### src/rtl/seq_sched_if.sv
// Control/config/output bundle between the pattern scheduler and its controller.
interface seq_sched_if #(
  parameter int DEPTH  = 8,
  parameter int HOLD_W = 4,
  parameter int LOOP_W = 4
);
  localparam int AW = $clog2(DEPTH);

  logic              cfg_we;
  logic [AW-1:0]     cfg_addr;
  logic [3:0]        cfg_val;
  logic [HOLD_W-1:0] cfg_hold;
  logic [AW-1:0]     seq_len;
  logic [LOOP_W-1:0] loops;
  logic              start;
  logic              abort;
  logic [3:0]        out;
  logic              out_valid;
  logic              busy;
  logic              done;
  logic [AW-1:0]     step;

  modport master (
    output cfg_we, cfg_addr, cfg_val, cfg_hold, seq_len, loops, start, abort,
    input  out, out_valid, busy, done, step
  );

  modport slave (
    input  cfg_we, cfg_addr, cfg_val, cfg_hold, seq_len, loops, start, abort,
    output out, out_valid, busy, done, step
  );
endinterface

### src/rtl/seq_sched.sv
// Programmable pattern scheduler: walks a value/hold table for loops+1 passes,
// driving a registered 4-bit value, then pulses done for one cycle.
module seq_sched #(
  parameter int         DEPTH    = 8,
  parameter int         HOLD_W   = 4,
  parameter int         LOOP_W   = 4,
  parameter logic [3:0] IDLE_VAL = 4'd0
) (
  input logic        clk,
  input logic        rstn,
  seq_sched_if.slave bus
);
  localparam int            AW   = $clog2(DEPTH);
  localparam logic [AW-1:0] LAST = AW'(DEPTH - 1);

  typedef enum logic [1:0] {IDLE, RUN, DONE} state_t;

  state_t            state_q, state_d;
  logic [3:0]        tbl_val  [DEPTH];
  logic [HOLD_W-1:0] tbl_hold [DEPTH];
  logic [AW-1:0]     len_q, step_q, nxt_idx;
  logic [HOLD_W-1:0] hold_q;
  logic [LOOP_W-1:0] pass_q;
  logic [3:0]        out_q;
  logic              out_valid_q, busy_q, done_q;
  logic              accept, at_end, finish_run, tbl_wr;

  function automatic logic [AW-1:0] clamp_len(input logic [AW-1:0] l);
    return (l > LAST) ? LAST : l;
  endfunction

  always_comb begin
    accept     = (state_q == IDLE) && bus.start && !bus.abort;
    at_end     = (hold_q == '0) && (step_q == len_q);
    finish_run = (state_q == RUN) && !bus.abort && at_end && (pass_q == '0);
    nxt_idx    = at_end ? '0 : step_q + 1'b1;
    tbl_wr     = bus.cfg_we && (state_q != RUN) && (int'(bus.cfg_addr) < DEPTH);
  end

  always_ff @(posedge clk or negedge rstn) begin
    if (!rstn) state_q <= IDLE;
    else       state_q <= state_d;
  end

  always_comb begin
    state_d = state_q;
    case (state_q)
      IDLE:    if (accept) state_d = RUN;
      RUN:     if (bus.abort) state_d = IDLE;
               else if (finish_run) state_d = DONE;
      DONE:    state_d = IDLE;
      default: state_d = IDLE;
    endcase
  end

  // Table: writable whenever no run is in progress; a write coinciding with
  // an accepted start lands, but the first value was already read from the old entry.
  always_ff @(posedge clk or negedge rstn) begin
    if (!rstn) begin
      for (int i = 0; i < DEPTH; i++) begin
        tbl_val[i]  <= '0;
        tbl_hold[i] <= '0;
      end
    end else if (tbl_wr) begin
      tbl_val[bus.cfg_addr]  <= bus.cfg_val;
      tbl_hold[bus.cfg_addr] <= bus.cfg_hold;
    end
  end

  always_ff @(posedge clk or negedge rstn) begin
    if (!rstn) begin
      len_q       <= '0;
      step_q      <= '0;
      hold_q      <= '0;
      pass_q      <= '0;
      out_q       <= IDLE_VAL;
      out_valid_q <= 1'b0;
      busy_q      <= 1'b0;
      done_q      <= 1'b0;
    end else begin
      case (state_q)
        IDLE: if (accept) begin
          len_q       <= clamp_len(bus.seq_len);
          pass_q      <= bus.loops;
          step_q      <= '0;
          out_q       <= tbl_val[0];
          hold_q      <= tbl_hold[0];
          out_valid_q <= 1'b1;
          busy_q      <= 1'b1;
        end
        RUN: begin
          if (bus.abort || finish_run) begin
            out_q       <= IDLE_VAL;
            out_valid_q <= 1'b0;
            busy_q      <= 1'b0;
            step_q      <= '0;
            done_q      <= !bus.abort;
          end else if (hold_q != '0) begin
            hold_q <= hold_q - 1'b1;
          end else begin
            // Advance to the next entry, or wrap to entry 0 for another pass.
            if (at_end) pass_q <= pass_q - 1'b1;
            step_q <= nxt_idx;
            out_q  <= tbl_val[nxt_idx];
            hold_q <= tbl_hold[nxt_idx];
          end
        end
        DONE:    done_q <= 1'b0;
        default: done_q <= 1'b0;
      endcase
    end
  end

  assign bus.out       = out_q;
  assign bus.out_valid = out_valid_q;
  assign bus.busy      = busy_q;
  assign bus.done      = done_q;
  assign bus.step      = step_q;
endmodule

### src/flat_wrapper.sv
// flat-port wrapper written by rule: the top's interface ports become plain ports
module seq_sched_flat 
#(
  parameter int         DEPTH    = 8,
  parameter int         HOLD_W   = 4,
  parameter int         LOOP_W   = 4,
  parameter logic [3:0] IDLE_VAL = 4'd0
)
  (clk, rstn, bus_cfg_we, bus_cfg_addr, bus_cfg_val, bus_cfg_hold, bus_seq_len, bus_loops, bus_start, bus_abort, bus_out, bus_out_valid, bus_busy, bus_done, bus_step);
  seq_sched_if #(.DEPTH(DEPTH), .HOLD_W(HOLD_W), .LOOP_W(LOOP_W)) bus_i ();
  input logic clk;
  input logic rstn;
  input wire logic [$bits(bus_i.cfg_we)-1:0] bus_cfg_we;
  input wire logic [$bits(bus_i.cfg_addr)-1:0] bus_cfg_addr;
  input wire logic [$bits(bus_i.cfg_val)-1:0] bus_cfg_val;
  input wire logic [$bits(bus_i.cfg_hold)-1:0] bus_cfg_hold;
  input wire logic [$bits(bus_i.seq_len)-1:0] bus_seq_len;
  input wire logic [$bits(bus_i.loops)-1:0] bus_loops;
  input wire logic [$bits(bus_i.start)-1:0] bus_start;
  input wire logic [$bits(bus_i.abort)-1:0] bus_abort;
  output wire logic [$bits(bus_i.out)-1:0] bus_out;
  output wire logic [$bits(bus_i.out_valid)-1:0] bus_out_valid;
  output wire logic [$bits(bus_i.busy)-1:0] bus_busy;
  output wire logic [$bits(bus_i.done)-1:0] bus_done;
  output wire logic [$bits(bus_i.step)-1:0] bus_step;
  assign bus_i.cfg_we = bus_cfg_we;
  assign bus_i.cfg_addr = bus_cfg_addr;
  assign bus_i.cfg_val = bus_cfg_val;
  assign bus_i.cfg_hold = bus_cfg_hold;
  assign bus_i.seq_len = bus_seq_len;
  assign bus_i.loops = bus_loops;
  assign bus_i.start = bus_start;
  assign bus_i.abort = bus_abort;
  assign bus_out = bus_i.out;
  assign bus_out_valid = bus_i.out_valid;
  assign bus_busy = bus_i.busy;
  assign bus_done = bus_i.done;
  assign bus_step = bus_i.step;
  seq_sched #(.DEPTH(DEPTH), .HOLD_W(HOLD_W), .LOOP_W(LOOP_W), .IDLE_VAL(IDLE_VAL)) u_core (.clk(clk), .rstn(rstn), .bus(bus_i));
endmodule
### config.mk
export PLATFORM = sky130hd
export DESIGN_NAME = seq_sched_flat
export DESIGN_NICKNAME = d
export VERILOG_FILES = /design/src/rtl/seq_sched_if.sv /design/src/rtl/seq_sched.sv /design/src/flat_wrapper.sv
export SDC_FILE = /design/constraint.sdc
export NUM_CORES = 1
export LEC_CHECK = 0
export CORE_ASPECT_RATIO = 1.75
export CORE_MARGIN = 4
export CORE_UTILIZATION = 31
export CTS_BUF_LIST = sky130_fd_sc_hd__clkbuf_8
export DETAILED_ROUTE_END_ITERATION = 10
export PLACE_DENSITY = 0.47
export SYNTH_ARGS = -nofsm -noshare
export SYNTH_HDL_FRONTEND = slang
export SYNTH_SLANG_ARGS = --single-unit
### constraint.sdc
create_clock -name clk -period 3.6 [get_ports clk]
set_input_delay 0.72 -clock clk [delete_from_list [all_inputs] [get_ports clk]]
set_output_delay 0.72 -clock clk [all_outputs]
set_load 0.03 [all_outputs]
==> report_table.html <==
<table>
<tr><th>Metric</th><th>Value</th></tr>
<tr><th colspan="2">Placement</th></tr>
<tr><td>Port buffer count</td><td>32</td></tr>
<tr><td>Worst setup slack before clock tree synthesis</td><td>0.832 ns</td></tr>
<tr><td>GP Congestion</td><td>0.820</td></tr>
<tr><td>Estimated wirelength of the detail-placed design</td><td>7.86 mm</td></tr>
<tr><th colspan="2">GRT</th></tr>
<tr><td>Wire length of the first global-routing pass</td><td>17.4 mm</td></tr>
<tr><td>Number of global-route vias before repair</td><td>3104</td></tr>
<tr><td>Overall track demand over capacity in global routing</td><td>13.9%</td></tr>
<tr><td>Maximum number of pins on one net before global-route repair</td><td>60</td></tr>
<tr><td>Initial antenna violation count</td><td>0</td></tr>
<tr><td>Overflow after GRT</td><td>0</td></tr>
<tr><th colspan="2">STA</th></tr>
<tr><td>Final clock skew</td><td>0.00517 ns</td></tr>
<tr><td>Slew of the pin with the lowest slew margin</td><td>0.827 ns</td></tr>
<tr><td>Count of final hold-check violations</td><td>0</td></tr>
<tr><td>Highest clock frequency the design can meet</td><td>369 MHz</td></tr>
<tr><td>Remaining max-slew budget at the tightest pin</td><td>44.7%</td></tr>
<tr><td>Period minus WS final</td><td>2.71 ns</td></tr>
<tr><td>Setup violation total in the final timing report</td><td>0</td></tr>
<tr><td>Slack of the critical path</td><td>0.892 ns</td></tr>
<tr><td>Fraction of the cycle the final worst path needs</td><td>75.2%</td></tr>
<tr><td>Final sum of negative setup slack</td><td>0 ns</td></tr>
<tr><td>Final slew viol count</td><td>0</td></tr>
<tr><td>Unrepaired setup endpoints after global routing</td><td>no</td></tr>
<tr><th colspan="2">Setup path</th></tr>
<tr><td>Worst r2r dst</td><td>u_core.hold_q[3]$_DFFE_PN0P_</td></tr>
<tr><td>Cell-by-cell trace of the critical path</td><td>inv_1 -&gt; ha_1 -&gt; or3b_4 -&gt; or4_4 -&gt; o31ai_1 -&gt; a211oi_1 -&gt; a2111oi_1 -&gt; o31ai_1</td></tr>
<tr><td>Largest delay share family, worst path</td><td>simple AND/OR/NAND/NOR gates</td></tr>
<tr><td>Maximum fanout along the worst path</td><td>9</td></tr>
<tr><td>Category of the most critical setup path</td><td>flop to flop</td></tr>
<tr><td>Category of the worst setup path capture point</td><td>flop</td></tr>
<tr><td>Worst Reg2Reg Path Length in Cells</td><td>8</td></tr>
<tr><td>Data required time of the worst path</td><td>3.83 ns</td></tr>
<tr><td>Most repeated library cell on the critical path</td><td>o31ai_1</td></tr>
<tr><td>Nature of the critical path startpoint</td><td>flop</td></tr>
<tr><td>Cell with the largest stage delay on the worst path</td><td>or4_4</td></tr>
<tr><td>Worst path depth</td><td>8</td></tr>
<tr><td>Delay of the slowest cell on the worst path</td><td>0.65 ns</td></tr>
<tr><td>Register-to-register setup slack</td><td>0.89 ns</td></tr>
<tr><td>Critical Path AT</td><td>2.94 ns</td></tr>
<tr><td>Launch point of the worst reg-to-reg path</td><td>u_core.hold_q[0]$_DFFE_PN0P_</td></tr>
<tr><td>Combined buffer and inverter count along the critical path</td><td>1</td></tr>
<tr><th colspan="2">Power and ir drop</th></tr>
<tr><td>Internal power of the cells</td><td>2.02 mW</td></tr>
<tr><td>IR Drop Worst-Case VDD</td><td>160 uV</td></tr>
<tr><td>Power per unit of standard cell area</td><td>596 nW/um^2</td></tr>
<tr><td>Power dissipated by switching net loads</td><td>1.00 mW</td></tr>
<tr><td>Switching power as a share of total power</td><td>33.2%</td></tr>
<tr><td>Fraction of power consumed by the clock network</td><td>22.7%</td></tr>
<tr><td>Register share of total power</td><td>46.4%</td></tr>
<tr><td>Combinational power share</td><td>30.9%</td></tr>
<tr><td>Leakage</td><td>2.09 nW</td></tr>
<tr><th colspan="2">Route</th></tr>
<tr><td>Residual DRC count</td><td>0</td></tr>
<tr><td>Iteration-0 DRC count of the detailed router</td><td>121</td></tr>
<tr><td>Post-route antenna net violation count</td><td>0</td></tr>
<tr><td>Initial DRT Pass Iterations</td><td>4</td></tr>
<tr><td>Detail-routed via count per cell</td><td>5.13</td></tr>
<tr><td>WL final</td><td>10.8 mm</td></tr>
<tr><td>Routed WL per cell</td><td>18.4 um</td></tr>
<tr><td>Total via count in the routed design</td><td>2993</td></tr>
<tr><th colspan="2">Synthesis</th></tr>
<tr><td>Cell area after technology mapping</td><td>4340 um^2</td></tr>
<tr><td>Yosys top cell area share</td><td>49.6%</td></tr>
<tr><td>Sequential-to-total area share from yosys stat</td><td>49.6%</td></tr>
<tr><td>Cell variety after synth</td><td>48</td></tr>
<tr><td>Number of enable flip-flop cells after synthesis</td><td>0</td></tr>
<tr><td>Post-synthesis sequential element count</td><td>86</td></tr>
<tr><td>Most frequently used flop master after synthesis</td><td>dfrtp_1</td></tr>
<tr><td>Gate count after technology mapping</td><td>367</td></tr>
<tr><td>Largest cells by area after synthesis</td><td>dfrtp_1, mux2_2, mux4_2</td></tr>
<tr><td>Mean cell area of the mapped netlist</td><td>11.8 um^2</td></tr>
<tr><td>Net count of the mapped netlist</td><td>394</td></tr>
<tr><td>Cell accounting for the most synthesized area</td><td>dfrtp_1</td></tr>
<tr><td>Syn. warnings</td><td>0</td></tr>
<tr><td>FFs w/ async S/R, synth</td><td>100%</td></tr>
<tr><th colspan="2">Floorplan</th></tr>
<tr><td>Num ports</td><td>33</td></tr>
<tr><td>Row Count</td><td>57</td></tr>
<tr><td>Horizontal die dimension</td><td>97.4 um</td></tr>
<tr><td>Die Footprint</td><td>16000 um^2</td></tr>
<tr><td>Initial core utilization</td><td>31.4%</td></tr>
<tr><td>Floorplan core area</td><td>13800 um^2</td></tr>
<tr><td>Chip Height</td><td>164 um</td></tr>
<tr><th colspan="2">Clocking</th></tr>
<tr><td>Number of buffers created by CTS</td><td>9</td></tr>
<tr><td>Clock insertion delay at the later pin of the skew report</td><td>0.36 ns</td></tr>
<tr><td>Hold buffer count at cts</td><td>0</td></tr>
<tr><td>Number of setup buffers added after CTS</td><td>0</td></tr>
<tr><td>Maximum count of clock buffers along a single path</td><td>2</td></tr>
<tr><td>Clock sink count</td><td>86</td></tr>
<tr><td>Clk pin slew, worst setup/hold paths</td><td>0.09 ns</td></tr>
<tr><td>Number of resized instances in the post-cts repair step</td><td>0</td></tr>
<tr><td>Number of H-tree branching levels</td><td>3</td></tr>
<tr><td>Clock root buffer</td><td>clkbuf_8</td></tr>
<tr><td>Clock tree from TritonCTS</td><td>yes</td></tr>
<tr><th colspan="2">Outcome</th></tr>
<tr><td>Run status</td><td>completed</td></tr>
<tr><th colspan="2">Finish</th></tr>
<tr><td>Most frequent cells in the layout</td><td>dfrtp_1, mux2_2, clkdlybuf4s50_1, nor2_1, nand2_1</td></tr>
<tr><td>Fill cell instance count of the final layout</td><td>1409</td></tr>
<tr><td>Area growth from synthesis to layout</td><td>16.9%</td></tr>
<tr><td>Net count reported at finish</td><td>429</td></tr>
<tr><td>Most common cell after layout, fill and taps aside</td><td>dfrtp_1</td></tr>
<tr><td>Sequential standard cell area</td><td>2150 um^2</td></tr>
<tr><td>Fraction of layout instances using a drive strength above 1</td><td>28.7%</td></tr>
<tr><td>Combined area of the multi-input logic cells</td><td>2040 um^2</td></tr>
<tr><td>Number of diodes</td><td>0</td></tr>
<tr><th colspan="2">Flow run</th></tr>
<tr><td>Number of max-capacitance violations reported</td><td>0</td></tr>
<tr><th colspan="2">Worst hold path</th></tr>
<tr><td>Min-delay worst type</td><td>primary input to async pin</td></tr>
</table>
[sequential cells by signal, summed over array words and instances, names as in the netlist]
signal           cells
u_core.bus.done      1
u_core.tbl_val      32
u_core.len_q         3
u_core.bus.out       4
u_core.hold_q        4
u_core.state_q       2
u_core.bus.step      3
u_core.tbl_hold     32
u_core.bus.busy      1
u_core.pass_q        4
[worst max path at each step]
| stage | startpoint | to | slack [ns] |
|---|---|---|---|
| 2_1_floorplan | bus_abort | u_core.hold_q[0]$_DFFE_PN0P_ | 1.13 |
| 4_1_cts | u_core.bus.step[0]$_DFFE_PN0P_ | bus_step[0] | 0.86 |
| 6_report | u_core.hold_q[0]$_DFFE_PN0P_ | u_core.hold_q[3]$_DFFE_PN0P_ | 0.89 |
| 5_1_grt | u_core.hold_q[0]$_DFFE_PN0P_ | u_core.hold_q[3]$_DFFE_PN0P_ | 0.78 |
| 3_3_place_gp | u_core.hold_q[0]$_DFFE_PN0P_ | u_core.hold_q[3]$_DFFE_PN0P_ | 0.89 |
| 3_5_place_dp | bus_abort | u_core.hold_q[0]$_DFFE_PN0P_ | 0.83 |
[kinds of logic (layout without fill, tap and decap cells)]
| group | count (synthesis) | count (layout) | share of synthesized area (%) |
|---|---|---|---|
| AND/OR/NAND/NOR | 94 | 94 | 11.9 |
| flip-flops | 86 | 86 | 49.6 |
| multiplexers | 83 | 83 | 23.4 |
| AO/OA/AOI/OAI | 63 | 63 | 9.66 |
| buffers and inverters | 32 | 72 | 3.29 |
| XOR/XNOR | 5 | 5 | 1.01 |
| adder cells (fa/ha/maj) | 4 | 4 | 1.15 |
[layout make-up]
type | instances | share of cell area (%)
sequential | 86 | 42.4
multi-input combinational | 249 | 40.3
timing repair buffer | 44 | 8.05
tap | 177 | 4.37
clock buffer | 9 | 2.44
clock inverter | 7 | 1.46
inverter | 12 | 0.938
[Yosys cell counts, types with 2 or more instances]
cell	instances
nand3b_1	4
inv_1	11
nor2_1	19
a221oi_1	2
mux2_2	67
o21ai_0	12
ha_1	4
and3_1	5
clkbuf_1	13
a22oi_1	3
nand2_1	18
or3_1	4
nor3b_1	6
o211ai_2	2
o221ai_1	4
mux2i_1	8
nand2b_1	5
a211oi_1	5
dfrtp_1	86
buf_2	4
o21ai_1	5
o31ai_1	5
nand3_1	11
nor3_1	11
mux4_2	8
buf_4	2
a31oi_1	4
a21oi_1	15
xor2_1	4
nor3b_2	2
[power by group through the flow]
stage	combinational, mW	clock [mW]	sequential [mW]
6_report	0.933	0.687	1.40
3_3_place_gp	0.930	0	1.41
4_1_cts	0.947	0.717	1.40
3_5_place_dp	0.943	0	1.42
2_1_floorplan	0.640	0	1.41
5_1_grt	1.03	0.752	1.43
[metal layers]
layer	track usage, %	share of wire (%)	vias up
li1	-	-	1420
met1	15.9	41	1523
met2	25.9	54	39
met3	2.45	2.4	11
met4	5.10	1.8	0
met5	0	0	-
[through the flow]
| stage | util, % | total power, mW | std cells | hold slack (ns) | instance area, um^2 |
|---|---|---|---|---|---|
| 3_3_place_gp | 35.2 | 2.34 | 568 | 0.479 | 4870 |
| 3_5_place_dp | 35.2 | 2.37 | 568 | 0.486 | 4870 |
| 6_report | 36.6 | 3.02 | 584 | 0.438 | 5070 |
| 2_1_floorplan | - | 2.05 | 367 | 0.424 | 4340 |
| 5_1_grt | 36.6 | 3.22 | 584 | 0.484 | 5070 |
| 4_1_cts | 36.6 | 3.07 | 584 | 0.455 | 5070 |
Note: power is estimated with default switching activity, not from simulation.
==> edit: new RTL, same flow settings <==
Encoding of `state_t`: now one-hot (3 bits for 3 states).
--- a/src/rtl/seq_sched.sv
+++ b/src/rtl/seq_sched.sv
@@ -15,3 +15,3 @@
 
-  typedef enum logic [1:0] {IDLE, RUN, DONE} state_t;
+  typedef enum logic [2:0] {IDLE = 3'b001, RUN = 3'b010, DONE = 3'b100} state_t;
 
Formal check against the unedited RTL: same outputs for any inputs over 4 cycles, from zero or initial values and one cycle with rstn low; so few cycles prove little.
==> edit against the unedited design <==
  * Design area increased by 2.8%
  * Clock power up 21%
  * Combinational power fell by 37%
  * Power shrank 9.4%
  * Cell count is 0.34% higher
  * Critical path depth did not move
  * Synthesized cell count unchanged
  * Synthesized area grew 2.3%
  * Setup slack got worse by 70 ps
  * Wire length up 2.1%
  * First-iteration DRC count is 16% lower
  * Clock skew rose by 4.0 ps
  * Sequential cell count is 1 higher
  * Critical endpoint is now u_core.pass_q[1]
==> edit: results (changes against the unedited design) <==
.. list-table::
   :header-rows: 1

   * - Metric
     - Value
   * - Outcome
     - complete, no violations
   * - First-pass GRT wire length
     - 17900 um (+3.0%)
   * - Share of final-layout standard cells stronger than drive strength 1
     - 28.1% (-0.63 points)
   * - Biggest regs
     - u_core.tbl_hold x32, u_core.tbl_val x32
   * - Final-report setup violation count
     - 0 (unchanged)
   * - CP Launch Point
     - u_core.hold_q[0]
   * - Sequential cell area fraction in the yosys report
     - 49.1% (-0.51 points)
   * - Placer's final routability congestion estimate
     - 0.815 (-0.54%)
   * - Max FO, Critical Path
     - 26 (+17)
   * - CP max stage cell
     - or3b_1
   * - Post-CTS Hold Fix Bufs
     - 0 (unchanged)
   * - CTS root buf
     - clkbuf_8
   * - Count of inserted antenna diode cells
     - 0 (unchanged)
   * - Commonest cells post-synth
     - dfrtp_1 (86), mux2_2 (70), a21oi_1 (20), nor2_1 (15), o21ai_0 (13)
   * - Post-CTS Repair Setup Buffers
     - 0 (unchanged)
   * - Fin nets
     - 431 (+0.47%)
   * - Detailed-router iteration count before antenna repair
     - 4 (unchanged)
   * - Maximum vdd ir drop
     - 0.000214 V (+34%)
   * - Global-route usage over all layers
     - 14.1% (+0.12 points)
   * - Number of antenna violations at the first check in global routing
     - 0 (unchanged)
   * - Initial detailed-routing violation count
     - 102 (-16%)
   * - Maximum clock insertion buffer count
     - 2 (unchanged)
   * - PortBufs
     - 32 (unchanged)
   * - Mapped Nets
     - 394 (unchanged)
   * - Count of cells resized by post-cts repair
     - 0 (unchanged)
   * - Place WS
     - 667 ps (-165 ps)
   * - Hold WC Path Type
     - primary input to async pin
   * - Async S/R FF share, synth
     - 100% (unchanged)
   * - Clk Latency, worst-skew pair
     - 360 ps (about the same)
   * - Clock skew after layout
     - 9.22 ps (+4.05 ps)
   * - Largest net degree at the start of global routing
     - 53 (-12%)
   * - Count of cell types in the netlist
     - 61 (+27%)
   * - Via count
     - 3031 (+1.3%)
   * - Clock slew seen by the registers of the worst setup and hold paths
     - 90 ps (about the same)
   * - Detailed Place HPWL
     - 8120 um (+3.4%)
   * - Dominant synthesized flop cell
     - dfrtp_1
   * - Wire length after detailed routing
     - 11000 um (+2.1%)
   * - Worst path max stage delay
     - 510 ps (-140 ps)
   * - Vias in the first global route
     - 3239 (+4.3%)
   * - Cell types with the largest area share after synthesis
     - dfrtp_1 (49%), mux2_2 (18%), a21oi_1 (2.3%), mux2i_1 (2.3%), mux4_2 (2.0%)
   * - Count of H-tree levels built during CTS
     - 3 (unchanged)
   * - Signal arrival time at the worst endpoint
     - 3060 ps (+120 ps)
   * - Clock buffers created by TritonCTS
     - 9 (unchanged)
   * - Worst relative slew slack
     - 52.4% (+7.7 points)
   * - Static leakage
     - 0.00208 uW (-0.52%)
   * - Synthesis Warnings
     - 0 (unchanged)
==> edit: final timing paths <==
check,slack [ps],end,depth (start not counted)
max in group asynchronous,2390,u_core.state_q[0],2
min in group clk,510,u_core.tbl_hold[1],1
worst min-delay path,390,u_core.len_q[1],1
worst max register to register,820,u_core.pass_q[1],8
worst max-delay path,820,u_core.pass_q[1],8
worst min register to register,510,u_core.tbl_hold[1],1
==> edit: cell families after synthesis <==
kind of cell	after synthesis	synth area share, %
buffers and inverters	27	2.90
and+or+nand+nor	84	11.6
xor gates and xnor gates	5	0.987
adders and majority gates	4	1.13
muxes	84	22.1
AOI/OAI and AO/OA	76	12.2
DFF	87	49.1
==> edit: report_power, final <==
group / internal [uW] / total, uW / switching (uW) / leakage, uW
Sequential: 1190 / 1320 / 131 / 0.00105
Clock: 465 / 832 / 367 / 0.000126
Combinational: 312 / 587 / 275 / 0.000902
Total: 1970 / 2740 / 772 / 0.00208
==> edit: stage by stage <==
stage / std cells / total power, uW / util, % / area [um^2]
floorplan: 367 / 1730 / - / 4440
global placement: 570 / 1920 / 35.5 / 4970
detailed placement: 570 / 1940 / 35.5 / 4970
CTS: 586 / 2780 / 37.3 / 5210
global route: 586 / 2900 / 37.3 / 5210
finish: 586 / 2740 / 37.3 / 5210
==> edit: final cells by class <==
cell class                      instances  area, um^2
Clock buffer                            9         124
Clock inverter                          7         120
Fill cell                            1434        8770
Inverter                               10        37.5
Multi-Input combinational cell        253        2130
Sequential cell                        87        2180
Tap cell                              177         221
Timing Repair Buffer                   43         400
==> edit: routing by layer <==
layer | track usage (%) | wire length [um] | vias to the layer above
met4 | 5.17 | 162 | 0
li1 | - | - | 1443
met5 | 0 | 0 | -
met3 | 2.52 | 267 | 11
met2 | 25.0 | 5890 | 47
met1 | 16.7 | 4660 | 1530
==> edit: critical path, delay by kind of cell (launching register included) <==
family                   cells  cell delay [ps]
AND/OR/NAND/NOR              2              820
AO/OA/AOI/OAI                2              610
flip-flops                   1              410
buffers and inverters        2              390
multiplexers                 1              250
adder cells (fa/ha/maj)      1              220
